File: config.mk
export PLATFORM = sky130hd
export DESIGN_NAME = num_to_ascii_writer_flat
export DESIGN_NICKNAME = d
export VERILOG_FILES = /design/src/rtl/osd_pkg.sv /design/src/rtl/num_to_ascii_writer_if.sv /design/src/rtl/osd_bcd_seq.sv /design/src/rtl/num_to_ascii_writer.sv /design/src/flat_wrapper.sv
export SDC_FILE = /design/constraint.sdc
export NUM_CORES = 1
export LEC_CHECK = 0
export BUFFER_PORTS_ARGS = -buffer_cell sky130_fd_sc_hd__buf_2
export CAP_MARGIN = 20
export CORE_MARGIN = 10
export CORE_UTILIZATION = 35
export CTS_BUF_LIST = sky130_fd_sc_hd__clkbuf_4 sky130_fd_sc_hd__clkbuf_8
export CTS_CLUSTER_DIAMETER = 150
export DETAILED_ROUTE_END_ITERATION = 8
export GPL_TIMING_DRIVEN = 1
export HOLD_SLACK_MARGIN = 0.05
export REMOVE_ABC_BUFFERS = 1
export SLEW_MARGIN = 20
export SYNTH_ARGS = -nofsm -noshare
export SYNTH_HDL_FRONTEND = slang
export SYNTH_SLANG_ARGS = --single-unit
File: constraint.sdc
create_clock -name clk -period 4.3 [get_ports clk]
set_clock_uncertainty 0.2 [all_clocks]
set_input_delay 0 -clock clk [delete_from_list [all_inputs] [get_ports clk]]
set_output_delay 0 -clock clk [all_outputs]
set_load 0.02 [all_outputs]
File: src/rtl/osd_pkg.sv
// Shared definitions for the on-screen number writer.
//   state_e     : top-level FSM state encoding
//   Ascii*      : character codes emitted into the character RAM
//   BcdDigits   : BCD digits held by the converter (enough for a 32-bit value)
//   digit_char  : maps a 4-bit digit value to '0'..'9' / 'A'..'F'
package osd_pkg;

  typedef enum logic [1:0] {
    StIdle,
    StConvert,
    StWrite,
    StDone
  } state_e;

  localparam logic [7:0] AsciiSpace = 8'h20;
  localparam logic [7:0] AsciiPlus  = 8'h2B;
  localparam logic [7:0] AsciiMinus = 8'h2D;
  localparam logic [7:0] AsciiHash  = 8'h23;
  localparam logic [7:0] AsciiZero  = 8'h30;
  localparam logic [7:0] AsciiA     = 8'h41;

  localparam int unsigned BcdDigits = 10;

  function automatic logic [7:0] digit_char(input logic [3:0] v);
    if (v < 4'd10) begin
      return AsciiZero + {4'h0, v};
    end
    return AsciiA + {4'h0, v} - 8'd10;
  endfunction

endpackage

File: src/rtl/num_to_ascii_writer_if.sv
// Request / character-RAM write bundle of num_to_ascii_writer.
//   start, value, is_signed, hex_mode, blank_zeros, base_addr : request (master -> slave)
//   wr_en, wr_addr, wr_data                                   : character RAM write port
//   busy, done, overflow                                      : status
interface num_to_ascii_writer_if #(
  parameter int unsigned VALUE_W = 16,
  parameter int unsigned ADDR_W  = 11
);

  logic               start;
  logic [VALUE_W-1:0] value;
  logic               is_signed;
  logic               hex_mode;
  logic               blank_zeros;
  logic [ADDR_W-1:0]  base_addr;
  logic               wr_en;
  logic [ADDR_W-1:0]  wr_addr;
  logic [7:0]         wr_data;
  logic               busy;
  logic               done;
  logic               overflow;

  modport master (
    output start, value, is_signed, hex_mode, blank_zeros, base_addr,
    input  wr_en, wr_addr, wr_data, busy, done, overflow
  );

  modport slave (
    input  start, value, is_signed, hex_mode, blank_zeros, base_addr,
    output wr_en, wr_addr, wr_data, busy, done, overflow
  );

endinterface

File: src/rtl/osd_bcd_seq.sv
// Sequential binary-to-BCD converter (shift-add-3), one bit per cycle.
//   clk_i, reset_i : clock, synchronous active-high reset
//   start_i, bin_i : load bin_i and begin a VALUE_W-cycle conversion
//   done_o         : high during the final conversion cycle; bcd_o holds the
//                    result from the following edge until the next start_i
//   bcd_o          : BcdDigits packed BCD digits, least significant in [3:0]
//   overflow_o     : result needs more than DIGITS decimal digits
module osd_bcd_seq
  import osd_pkg::*;
#(
  parameter int unsigned VALUE_W = 16,
  parameter int unsigned DIGITS  = 5
) (
  input  logic                   clk_i,
  input  logic                   reset_i,
  input  logic                   start_i,
  input  logic [VALUE_W-1:0]     bin_i,
  output logic                   done_o,
  output logic [4*BcdDigits-1:0] bcd_o,
  output logic                   overflow_o
);

  localparam int unsigned BcdW = 4 * BcdDigits;

  logic [VALUE_W-1:0] bin_q, bin_d;
  logic [BcdW-1:0]    bcd_q, bcd_d, adj;
  logic [5:0]         cnt_q, cnt_d;

  always_comb begin
    bin_d = bin_q;
    bcd_d = bcd_q;
    cnt_d = cnt_q;
    adj   = bcd_q;
    for (int i = 0; i < BcdDigits; i++) begin
      if (bcd_q[4*i +: 4] >= 4'd5) begin
        adj[4*i +: 4] = bcd_q[4*i +: 4] + 4'd3;
      end
    end
    if (start_i) begin
      bin_d = bin_i;
      bcd_d = '0;
      cnt_d = 6'(VALUE_W);
    end else if (cnt_q != 6'd0) begin
      {bcd_d, bin_d} = {adj, bin_q} << 1;
      cnt_d = cnt_q - 6'd1;
    end
  end

  always_ff @(posedge clk_i) begin
    if (reset_i) begin
      bin_q <= '0;
      bcd_q <= '0;
      cnt_q <= '0;
    end else begin
      bin_q <= bin_d;
      bcd_q <= bcd_d;
      cnt_q <= cnt_d;
    end
  end

  assign done_o     = (cnt_q == 6'd1);
  assign bcd_o      = bcd_q;
  assign overflow_o = (bcd_q >> (4 * DIGITS)) != '0;

endmodule

File: src/rtl/num_to_ascii_writer.sv
// Renders a binary number as a fixed-width ASCII field into a character RAM.
//   clk, reset : clock, synchronous active-high reset
//   bus        : request inputs, RAM write port (wr_en/wr_addr/wr_data) and
//                busy/done/overflow status
// The field is an optional sign character followed by DIGITS digits,
// most significant first, written to ascending addresses from base_addr.
module num_to_ascii_writer
  import osd_pkg::*;
#(
  parameter int unsigned VALUE_W   = 16,
  parameter int unsigned DIGITS    = 5,
  parameter int unsigned ADDR_W    = 11,
  parameter int unsigned SHOW_SIGN = 1
) (
  input logic                  clk,
  input logic                  reset,
  num_to_ascii_writer_if.slave bus
);

  localparam int unsigned Total = DIGITS + SHOW_SIGN;
  localparam int unsigned IdxW  = 4;
  localparam int unsigned BcdW  = 4 * BcdDigits;
  localparam logic [IdxW-1:0] LastIdx = IdxW'(Total - 1);
  // Digit weight of write index 0 (the sign slot when a sign is shown).
  localparam logic [IdxW-1:0] TopPos  = IdxW'(DIGITS - 1 + SHOW_SIGN);

  state_e state_q, state_d;

  logic [VALUE_W-1:0] mag_q, mag_d, in_mag;
  logic [ADDR_W-1:0]  base_q, base_d;
  logic [IdxW-1:0]    idx_q, idx_d, dpos;
  logic neg_q, neg_d, signed_q, signed_d, hex_q, hex_d;
  logic blank_q, blank_d, seen_nz_q, seen_nz_d;
  logic in_neg, accept, bcd_start, bcd_done, bcd_ovf, hex_ovf, ovf, is_sign;
  logic [BcdW-1:0] bcd;
  logic [63:0]     digit_src;
  logic [3:0]      digit_val;
  logic [7:0]      char;

  // Magnitude in VALUE_W bits: negating the most negative value wraps to
  // exactly 2^(VALUE_W-1), which is the correct unsigned magnitude.
  assign in_neg    = bus.is_signed & bus.value[VALUE_W-1];
  assign in_mag    = in_neg ? (~bus.value + VALUE_W'(1)) : bus.value;
  assign accept    = (state_q == StIdle) & bus.start;
  assign bcd_start = accept & ~bus.hex_mode;

  osd_bcd_seq #(
    .VALUE_W(VALUE_W),
    .DIGITS (DIGITS)
  ) u_bcd (
    .clk_i     (clk),
    .reset_i   (reset),
    .start_i   (bcd_start),
    .bin_i     (in_mag),
    .done_o    (bcd_done),
    .bcd_o     (bcd),
    .overflow_o(bcd_ovf)
  );

  // Character for the current write index.
  always_comb begin
    is_sign   = (SHOW_SIGN != 0) && (idx_q == '0);
    dpos      = TopPos - idx_q;
    digit_src = hex_q ? 64'(mag_q) : 64'(bcd);
    digit_val = 4'(digit_src >> {dpos, 2'b00});
    hex_ovf   = (64'(mag_q) >> (4 * DIGITS)) != 64'd0;
    ovf       = hex_q ? hex_ovf : bcd_ovf;
    if (is_sign) begin
      char = neg_q ? AsciiMinus : (signed_q ? AsciiPlus : AsciiSpace);
    end else if (ovf) begin
      char = AsciiHash;
    end else if (blank_q && !seen_nz_q && (digit_val == 4'd0) && (dpos != '0)) begin
      char = AsciiSpace;
    end else begin
      char = digit_char(digit_val);
    end
  end

  // State register.
  always_ff @(posedge clk) begin
    if (reset) begin
      state_q <= StIdle;
    end else begin
      state_q <= state_d;
    end
  end

  // Next-state logic.
  always_comb begin
    state_d = state_q;
    unique case (state_q)
      StIdle:    if (accept) state_d = StConvert;
      StConvert: if (hex_q || bcd_done) state_d = StWrite;
      StWrite:   if (idx_q == LastIdx) state_d = StDone;
      StDone:    state_d = StIdle;
      default:   state_d = StIdle;
    endcase
  end

  // Request latch and write-index datapath.
  always_comb begin
    mag_d     = mag_q;
    base_d    = base_q;
    idx_d     = idx_q;
    neg_d     = neg_q;
    signed_d  = signed_q;
    hex_d     = hex_q;
    blank_d   = blank_q;
    seen_nz_d = seen_nz_q;
    if (accept) begin
      mag_d     = in_mag;
      base_d    = bus.base_addr;
      idx_d     = '0;
      neg_d     = in_neg;
      signed_d  = bus.is_signed;
      hex_d     = bus.hex_mode;
      blank_d   = bus.blank_zeros;
      seen_nz_d = 1'b0;
    end else if (state_q == StWrite) begin
      idx_d = idx_q + IdxW'(1);
      if (!is_sign && (digit_val != 4'd0)) begin
        seen_nz_d = 1'b1;
      end
    end
  end

  always_ff @(posedge clk) begin
    if (reset) begin
      mag_q     <= '0;
      base_q    <= '0;
      idx_q     <= '0;
      neg_q     <= 1'b0;
      signed_q  <= 1'b0;
      hex_q     <= 1'b0;
      blank_q   <= 1'b0;
      seen_nz_q <= 1'b0;
    end else begin
      mag_q     <= mag_d;
      base_q    <= base_d;
      idx_q     <= idx_d;
      neg_q     <= neg_d;
      signed_q  <= signed_d;
      hex_q     <= hex_d;
      blank_q   <= blank_d;
      seen_nz_q <= seen_nz_d;
    end
  end

  // Outputs; forced low while reset is high so nothing reaches the RAM then.
  always_comb begin
    bus.wr_en    = ~reset & (state_q == StWrite);
    bus.busy     = ~reset & (state_q != StIdle);
    bus.done     = ~reset & (state_q == StDone);
    bus.overflow = bus.done & ovf;
    bus.wr_addr  = '0;
    bus.wr_data  = '0;
    if (bus.wr_en) begin
      bus.wr_addr = base_q + ADDR_W'(idx_q);
      bus.wr_data = char;
    end
  end

endmodule

File: src/flat_wrapper.sv
// flat-port wrapper written by rule: the top's interface ports become plain ports
module num_to_ascii_writer_flat import osd_pkg::*;
#(
  parameter int unsigned VALUE_W   = 16,
  parameter int unsigned DIGITS    = 5,
  parameter int unsigned ADDR_W    = 11,
  parameter int unsigned SHOW_SIGN = 1
)
  (clk, reset, bus_start, bus_value, bus_is_signed, bus_hex_mode, bus_blank_zeros, bus_base_addr, bus_wr_en, bus_wr_addr, bus_wr_data, bus_busy, bus_done, bus_overflow);
  num_to_ascii_writer_if #(.VALUE_W(VALUE_W), .ADDR_W(ADDR_W)) bus_i ();
  input logic clk;
  input logic reset;
  input wire logic [$bits(bus_i.start)-1:0] bus_start;
  input wire logic [$bits(bus_i.value)-1:0] bus_value;
  input wire logic [$bits(bus_i.is_signed)-1:0] bus_is_signed;
  input wire logic [$bits(bus_i.hex_mode)-1:0] bus_hex_mode;
  input wire logic [$bits(bus_i.blank_zeros)-1:0] bus_blank_zeros;
  input wire logic [$bits(bus_i.base_addr)-1:0] bus_base_addr;
  output wire logic [$bits(bus_i.wr_en)-1:0] bus_wr_en;
  output wire logic [$bits(bus_i.wr_addr)-1:0] bus_wr_addr;
  output wire logic [$bits(bus_i.wr_data)-1:0] bus_wr_data;
  output wire logic [$bits(bus_i.busy)-1:0] bus_busy;
  output wire logic [$bits(bus_i.done)-1:0] bus_done;
  output wire logic [$bits(bus_i.overflow)-1:0] bus_overflow;
  assign bus_i.start = bus_start;
  assign bus_i.value = bus_value;
  assign bus_i.is_signed = bus_is_signed;
  assign bus_i.hex_mode = bus_hex_mode;
  assign bus_i.blank_zeros = bus_blank_zeros;
  assign bus_i.base_addr = bus_base_addr;
  assign bus_wr_en = bus_i.wr_en;
  assign bus_wr_addr = bus_i.wr_addr;
  assign bus_wr_data = bus_i.wr_data;
  assign bus_busy = bus_i.busy;
  assign bus_done = bus_i.done;
  assign bus_overflow = bus_i.overflow;
  num_to_ascii_writer #(.VALUE_W(VALUE_W), .DIGITS(DIGITS), .ADDR_W(ADDR_W), .SHOW_SIGN(SHOW_SIGN)) u_core (.clk(clk), .reset(reset), .bus(bus_i));
endmodule
==> results.ini, run 1 <==
[setup_path]
required_ns = 4.10
rr_startpoint = u_core.idx_q[1]
crit_path_cell_trace = inv_1 -> ha_1 -> or3_1 -> nor3_1 -> a311oi_4 -> nor2b_1 -> a31o_2 -> o32ai_1 -> buf_2
crit_fanout = 11
arrival_ns = 3.32
crit_end = bus_wr_data[1]
worstSetupEndpointType = output pin
r2r-end = u_core.seen_nz_q
cp_slowest_cell = dfxtp_1
r2r_setup_slack_ns = 1.12
critPathLaunch = u_core.idx_q[1]
critical_path_class = reg2out
cp.depth = 9
reg2regPathDepth = 10
cp_top_family = simple AND/OR/NAND/NOR gates
critPathBufInv = 2
critPathMaxStageDelay_ns = 0.60
start_kind = flop

[clock_tree]
cts_sinks = 100
cts_root_buf = clkbuf_8
h-tree-depth = 3
clk_latency_ns = 0.39
numCtsBuffers = 9
postCtsSetupBuffers = 0
postCtsHoldBufs = 56
clkTransAtPathRegs_ns = 0.10
cts_max_path_buffers = 2
ctsResizeCount = 0
cts_tree = built

[routing]
drt_iter0_drc = 293
drt-vias-per-instance = 5.03
wirelength_mm = 15.7
wl_per_cell_um = 14.4
ant_nets = 0
vias = 5500
drc = 0
dr.pass1.iters = 4

[min_path]
hold_depth = 2
hold_path_class = reg2reg

[placement]
gp_congestion = 0.831
pre_cts_ws_ns = 1.15
port-buffer-count = 54
dp_hpwl_mm = 10.8
placed_cell_area_sq_mm = 0.00658

[die]
pin_count = 56
die_height_um = 152
core_sq_mm = 0.0172
rows = 48
dieArea_sq_mm = 0.0232
die_w_um = 152
floorplan.initialDensity_pct = 35.6

[synthesis]
async_flop_share_pct = 0
seq_area_frac_synth_pct = 32.6
synth-edff-count = 0
synth_cell_types = 56
synth_cells = 775
synth_area_sq_mm = 0.00613
avgSynthCellArea_sq_um = 7.92
synth_ff_type = dfxtp_1
synth-seq-cells = 100
synth_warnings = 0

[timing]
worst_slew_pin_slew_ns = 0.795
rsz0062_at_grt = no
layout_setup_ws_ns = 0.776
maxSlewHeadroom_pct = 46.9
slew_violations = 0
max_freq_mhz = 284
finalCritPeriodShare_pct = 82.0
setup_viol = 0
tns_ns = 0
final_hold_viol_count = 0
fin_crit_ns = 3.52
fin_hold_ws_ns = 0.267

[global_route]
first_global_vias = 5348
antenna_found_initial = 0
grt_max_degree = 59
globalRouteOverflowTotal = 0
grt_usage_pct = 13.3
grt_pass1_wl_mm = 26.7

[power]
p_per_area_mw_per_mm2 = 478
finalPower_uw = 3510
peakVddDrop_mv = 0.481
p_leak_uw = 0.00280

[final_layout]
synthToLayoutAreaGrowth_pct = 19.8
diodes = 0
drive_gt1_share_pct = 11.2
design_area_sq_mm = 0.00735
nets = 942
nFillCells = 1756

[job]
cap_viol_max_count = 0

[run_status]
status = finished, final reports clean

==> worst min-delay path by stage <==
stage | startpoint | to | slack [ns]
6_report | u_core.u_bcd.bin_q[15] | u_core.u_bcd.bcd_o[0] | 0.27
5_1_grt | u_core.mag_q[0] | u_core.mag_q[0] | 0.31
4_1_cts | u_core.u_bcd.bin_q[15] | u_core.u_bcd.bcd_o[0] | 0.27
3_5_place_dp | bus_base_addr[7] | u_core.base_q[7] | 0.05
3_3_place_gp | bus_base_addr[10] | u_core.base_q[10] | 0.05
2_1_floorplan | reset | u_core.base_q[0] | -0.13
==> placed cells by master (no fill, tap or decap), types with 3 or more instances in the layout <==
cell type	netlist	layout
buf_2	3	54
xnor2_1	27	27
o21ai_0	30	30
a31oi_1	4	4
xor2_1	13	13
and2_1	8	6
a21o_1	3	3
nand3_1	16	16
and3_1	15	15
nand2_1	133	132
nand3b_1	4	4
nor2_1	59	59
o211ai_1	3	3
a211oi_1	32	32
nor3_1	20	20
o31ai_1	10	10
clkbuf_8	0	9
a311oi_1	4	4
nand4_1	3	3
mux4_2	6	6
dlygate4sd3_1	0	56
a21oi_1	83	83
nor2b_1	9	9
inv_1	36	36
ha_1	44	44
nor3b_1	10	10
nor4_1	5	5
dfxtp_1	100	100
mux2i_1	12	12
nand2b_1	15	15
buf_4	1	9
==> final cells by class <==
class                           instances  area, sq um  share of cell area [%]
Multi-Input combinational cell        598         3830                    52.2
Sequential cell                       100         2000                    27.2
Timing Repair Buffer                  119          898                    12.2
Tap cell                              225          282                    3.83
Inverter                               36          135                    1.84
Clock buffer                            9          124                    1.69
Clock inverter                          7         73.8                    1.00
==> where the power goes <==
group | switching [uW] | internal [uW] | leakage [uW]
clock | 384 | 230 | 0.000101
combinational | 949 | 619 | 0.00189
sequential | 216 | 1110 | 0.000816
total | 1550 | 1960 | 0.00280
==> sequential cells by signal, summed over array words and instances, names as in the netlist <==
| register | count |
|---|---|
| u_core.u_bcd.bcd_o | 40 |
| u_core.mag_q | 16 |
| u_core.u_bcd.bin_q | 16 |
| u_core.base_q | 11 |
| u_core.u_bcd.cnt_q | 6 |
| u_core.idx_q | 4 |
| u_core.state_q | 2 |
| u_core.blank_q | 1 |
| u_core.hex_q | 1 |
| u_core.neg_q | 1 |
| u_core.seen_nz_q | 1 |
| u_core.signed_q | 1 |
==> per-stage QoR <==
step           instances  util (%)
3_5_place_dp        1021      38.2
5_1_grt             1094      42.6
6_report            1094      42.6
4_1_cts             1093      42.6
2_1_floorplan        734         -
3_3_place_gp        1021      38.2
==> cell families after synthesis <==
| family | synth area share (%) |
|---|---|
| AND/OR/NAND/NOR | 23.1 |
| buffers and inverters | 4.96 |
| AO/OA/AOI/OAI | 18.8 |
| multiplexers | 5.38 |
| other | 0.0611 |
| flip-flops | 32.6 |
| XOR/XNOR | 5.71 |
| adder cells (fa/ha/maj) | 9.30 |
==> metal layers <==
layer  vias to the layer above  share of wire, %  track usage (%)
li1                       2863                 -                -
met1                      2562                48             17.0
met2                        71                48             22.8
met3                         4               3.5             2.34
met4                         0              0.35             3.12
met5                         -                 0                0
==> cell usage after synthesis (10+ instances only) <==
library cell  count  share of area, %
inv_1            36               2.2
dfxtp_1         100                33
buf_1            10              0.61
a211oi_1         32               3.9
nand2b_1         15               1.5
nand2_1         133               8.1
o31ai_1          10               1.2
nor3_1           20               1.6
a21oi_1          83               6.8
xor2_1           13               1.9
nor3b_1          10               1.2
clkbuf_1         26               1.6
xnor2_1          27               3.9
nor2_1           59               3.6
nand3_1          16               1.3
and3_1           15               1.5
o21ai_0          30               2.4
mux2i_1          12               2.0
ha_1             44               9.0
==> tightest hold or removal path, cell delays in order, from the launching register on <==
cell	delay (ns)
dfxtp_1	0.32
nand2_1	0.05
a21oi_1	0.05
(Power assumes the default switching activity.)
==> run 2: changes to the inputs <==
--- a/config.mk
+++ b/config.mk
@@ -5,6 +5,7 @@
 export SDC_FILE = /design/constraint.sdc
 export NUM_CORES = 1
 export LEC_CHECK = 0
+export ABC_AREA = 1
 export BUFFER_PORTS_ARGS = -buffer_cell sky130_fd_sc_hd__buf_2
 export CAP_MARGIN = 20
 export CORE_MARGIN = 10
==> constraint.sdc (replaced) <==
create_clock -name clk -period 3.7 [get_ports clk]
set_clock_uncertainty 0.2 [all_clocks]
set_input_delay 0 -clock clk [delete_from_list [all_inputs] [get_ports clk]]
set_output_delay 0 -clock clk [all_outputs]
set_load 0.02 [all_outputs]
==> results.ini, run 2 <==
[final_layout]
drive_gt1_share_pct = 10.2  ; -0.95 points
design_area_sq_mm = 0.00715  ; -2.7%
layout_common_cells = nand2_1 (167), inv_1 (124), o21ai_0 (100), dfxtp_1 (98), buf_2 (54)
diodes = 0  ; unchanged
seqCellArea_sq_mm = 0.00200  ; +0.12%
multi_input_area_sq_mm = 0.00342  ; -11%
nFillCells = 1761  ; +0.28%
nets = 1033  ; +9.7%
largest_register_ffs = 40  ; unchanged
layout_commonest_cell = nand2_1
synthToLayoutAreaGrowth_pct = 18.5

[power]
power_frac_seq_pct = 36.1  ; -1.7 points
peakVddDrop_mv = 0.290  ; -40%
power_frac_comb_pct = 47.5  ; +2.8 points
internal_power_uw = 2310  ; +18%
clkPwrFrac_pct = 16.4  ; -1.1 points
p_leak_uw = 0.00325  ; +16%
finalPower_uw = 4270  ; +22%
switching_share_pct = 45.9  ; +1.8 points
p_sw_uw = 1960  ; +26%
p_per_area_mw_per_mm2 = 596  ; +25%

[setup_path]
critical_path_class = reg2out
cp_slowest_cell = dfxtp_2
start_kind = flop
worstSetupEndpointType = output pin
arrival_ns = 3.02  ; -0.30 ns
r2r_setup_slack_ns = 0.50  ; -0.62 ns
rr_startpoint = u_core.state_q[1]
crit_fanout = 13  ; +2
crit_path_cell_trace = inv_1 -> ha_1 -> nor3_1 -> nand2_1 -> inv_2 -> nand2_1 -> a21boi_2 -> ha_1 -> inv_1 -> nor2_1 -> nand3_2 -> nand2_1 -> nor3_1 -> buf_2
cp_common_cell = nand2_1
critPathMaxStageDelay_ns = 0.50  ; -0.10 ns
r2r-end = u_core.u_bcd.bin_q[15]
reg2regPathDepth = 8  ; -2
required_ns = 3.50  ; -0.60 ns

[routing]
dr.pass1.iters = 7  ; +3
vias = 5892  ; +7.1%
drt_iter0_drc = 411  ; +40%
ant_nets = 0  ; unchanged
wirelength_mm = 17.1  ; +8.6%
drt-vias-per-instance = 4.99  ; -0.68%
wl_per_cell_um = 14.5  ; +0.69%
drc = 0  ; unchanged

[min_path]
hold_start = bus_base_addr[6]
holdPathEnd = u_core.base_q[6]
hold_path_class = in2reg
hold_depth = 4  ; +2

[clock_tree]
cts_max_path_buffers = 2  ; unchanged
numCtsBuffers = 9  ; unchanged
clkTransAtPathRegs_ns = 0.10  ; about the same
cts_root_buf = clkbuf_8
cts_sinks = 100  ; unchanged
clk_latency_ns = 0.39  ; about the same
cts_tree = built
h-tree-depth = 3  ; unchanged

[synthesis]
synth_cell_types = 42  ; -25%
avgSynthCellArea_sq_um = 6.96  ; -12%
yosysMostFrequentCell = nand2_1
synth-edff-count = 0  ; unchanged
async_flop_share_pct = 0  ; unchanged
seq_area_frac_synth_pct = 33.2  ; +0.54 points
ys_top_cells_by_area = dfxtp_1 (33%), nand2_1 (10%), ha_1 (9.1%)
synth_ff_type = dfxtp_1
synth_warnings = 0  ; unchanged
synth_area_sq_mm = 0.00603  ; -1.6%
synth-seq-cells = 100  ; unchanged
synth_top_area_share_pct = 33.2  ; +0.54 points
synth_cells = 867  ; +12%
synth_common_cells = nand2_1 (167), inv_1 (124), dfxtp_1 (100), o21ai_0 (100), nor2_1 (54)
synth_top_area_cell = dfxtp_1

[run_status]
status = finished, final reports clean

[die]
core_sq_mm = 0.0168  ; -2.8%
pin_count = 56  ; unchanged
floorplan.initialDensity_pct = 36.0  ; +0.42 points
dieArea_sq_mm = 0.0229  ; -1.4%
rows = 47  ; -2.1%
die_w_um = 151  ; -0.71%
die_height_um = 151  ; -0.71%

[timing]
fin_crit_ns = 3.22
final_hold_viol_count = 0  ; unchanged
maxSlewHeadroom_pct = 41.3  ; -5.6 points
fin_hold_ws_ns = 0.144  ; -0.123 ns
finalCritPeriodShare_pct = 87.0
setup_viol = 0  ; unchanged
layout_setup_ws_ns = 0.479  ; -0.296 ns
tns_ns = 0  ; unchanged
max_freq_mhz = 310
rsz0062_at_grt = no
worst_slew_pin_slew_ns = 0.879  ; +0.0840 ns
slew_violations = 0  ; unchanged

[placement]
dp_hpwl_mm = 12.4  ; +15%
pre_cts_ws_ns = 0.654  ; -0.495 ns
gp_congestion = 0.824  ; -0.90%
placed_cell_area_sq_mm = 0.00652  ; -1.0%
port-buffer-count = 54  ; unchanged

[global_route]
grt_pass1_wl_mm = 28.1  ; +5.5%
globalRouteOverflowTotal = 0  ; unchanged
grt_max_degree = 28  ; -53%
grt_usage_pct = 15.0  ; +1.7 points
first_global_vias = 5594  ; +4.6%
antenna_found_initial = 0  ; unchanged

[job]
cap_viol_max_count = 0  ; unchanged

[run 2: what timing repair did]
action	CTS	global route
buffers inserted	0	0
setup endpoints to repair	0	5
resized for setup	0	2
hold buffers	44	0
endpoints found under the hold margin	49	0
[run 2: cells by family (layout without fill, tap and decap cells)]
| logic type | Yosys count | after routing | share of synthesized area, % |
|---|---|---|---|
| and+or+nand+nor | 310 | 310 | 21.7 |
| AOI/OAI and AO/OA | 227 | 227 | 21.6 |
| buffers and inverters | 159 | 252 | 10.2 |
| DFF | 100 | 100 | 33.2 |
| adders and majority gates | 45 | 45 | 9.45 |
| xor gates and xnor gates | 25 | 25 | 3.75 |
| other | 1 | 1 | 0.0621 |
[run 2: critical path, delay by kind of cell (launching register included)]
kind,cells,cell delay [ns]
compound gates,1,0.19
fa+ha+maj,2,0.60
buf+inv,4,0.53
flops,1,0.50
simple gates,7,0.83
[run 2: through the flow]
| stage | utilization (%) | instances |
|---|---|---|
| after global placement | 38.9 | 1120 |
| after detailed placement | 38.9 | 1120 |
| final | 42.7 | 1180 |
| after CTS | 42.7 | 1180 |
| after global routing | 42.7 | 1180 |
| after floorplan | - | 838 |
[run 2: power by group through the flow]
stage          clock network (uW)  registers (uW)  logic (uW)
2_1_floorplan                   0            1520        1380
3_3_place_gp                    0            1560        1940
3_5_place_dp                    0            1560        1960
4_1_cts                       719            1540        2020
5_1_grt                       753            1580        2320
6_report                      698            1540        2030
[run 2: layout make-up]
class | instances | share of cell area, %
sequential | 100 | 28.0
clock buffer | 10 | 1.92
multi-input combinational | 608 | 47.8
inverter | 130 | 6.82
clock inverter | 6 | 0.770
timing repair buffer | 106 | 10.8
tap | 220 | 3.85
[run 2: worst max path at each step]
stage / startpoint / end / depth (start not counted)
after floorplan: u_core.idx_q[0] / bus_wr_data[4] / 15
after global routing: u_core.idx_q[1] / bus_wr_data[4] / 16
after CTS: u_core.idx_q[1] / bus_wr_data[4] / 14
final: u_core.idx_q[1] / bus_wr_data[4] / 14
after detailed placement: u_core.idx_q[1] / bus_wr_data[4] / 14
after global placement: u_core.idx_q[1] / bus_wr_data[2] / 16
[run 2: layer usage]
metal | share of wire [%] | track usage (%) | vias to the layer above | routed length (um)
met5 | 0 | 0 | - | 0
met1 | 48 | 20.5 | 2692 | 8250
met2 | 45 | 23.9 | 121 | 7740
met3 | 5.1 | 3.13 | 16 | 872
li1 | - | - | 3063 | -
met4 | 1.2 | 3.22 | 0 | 201
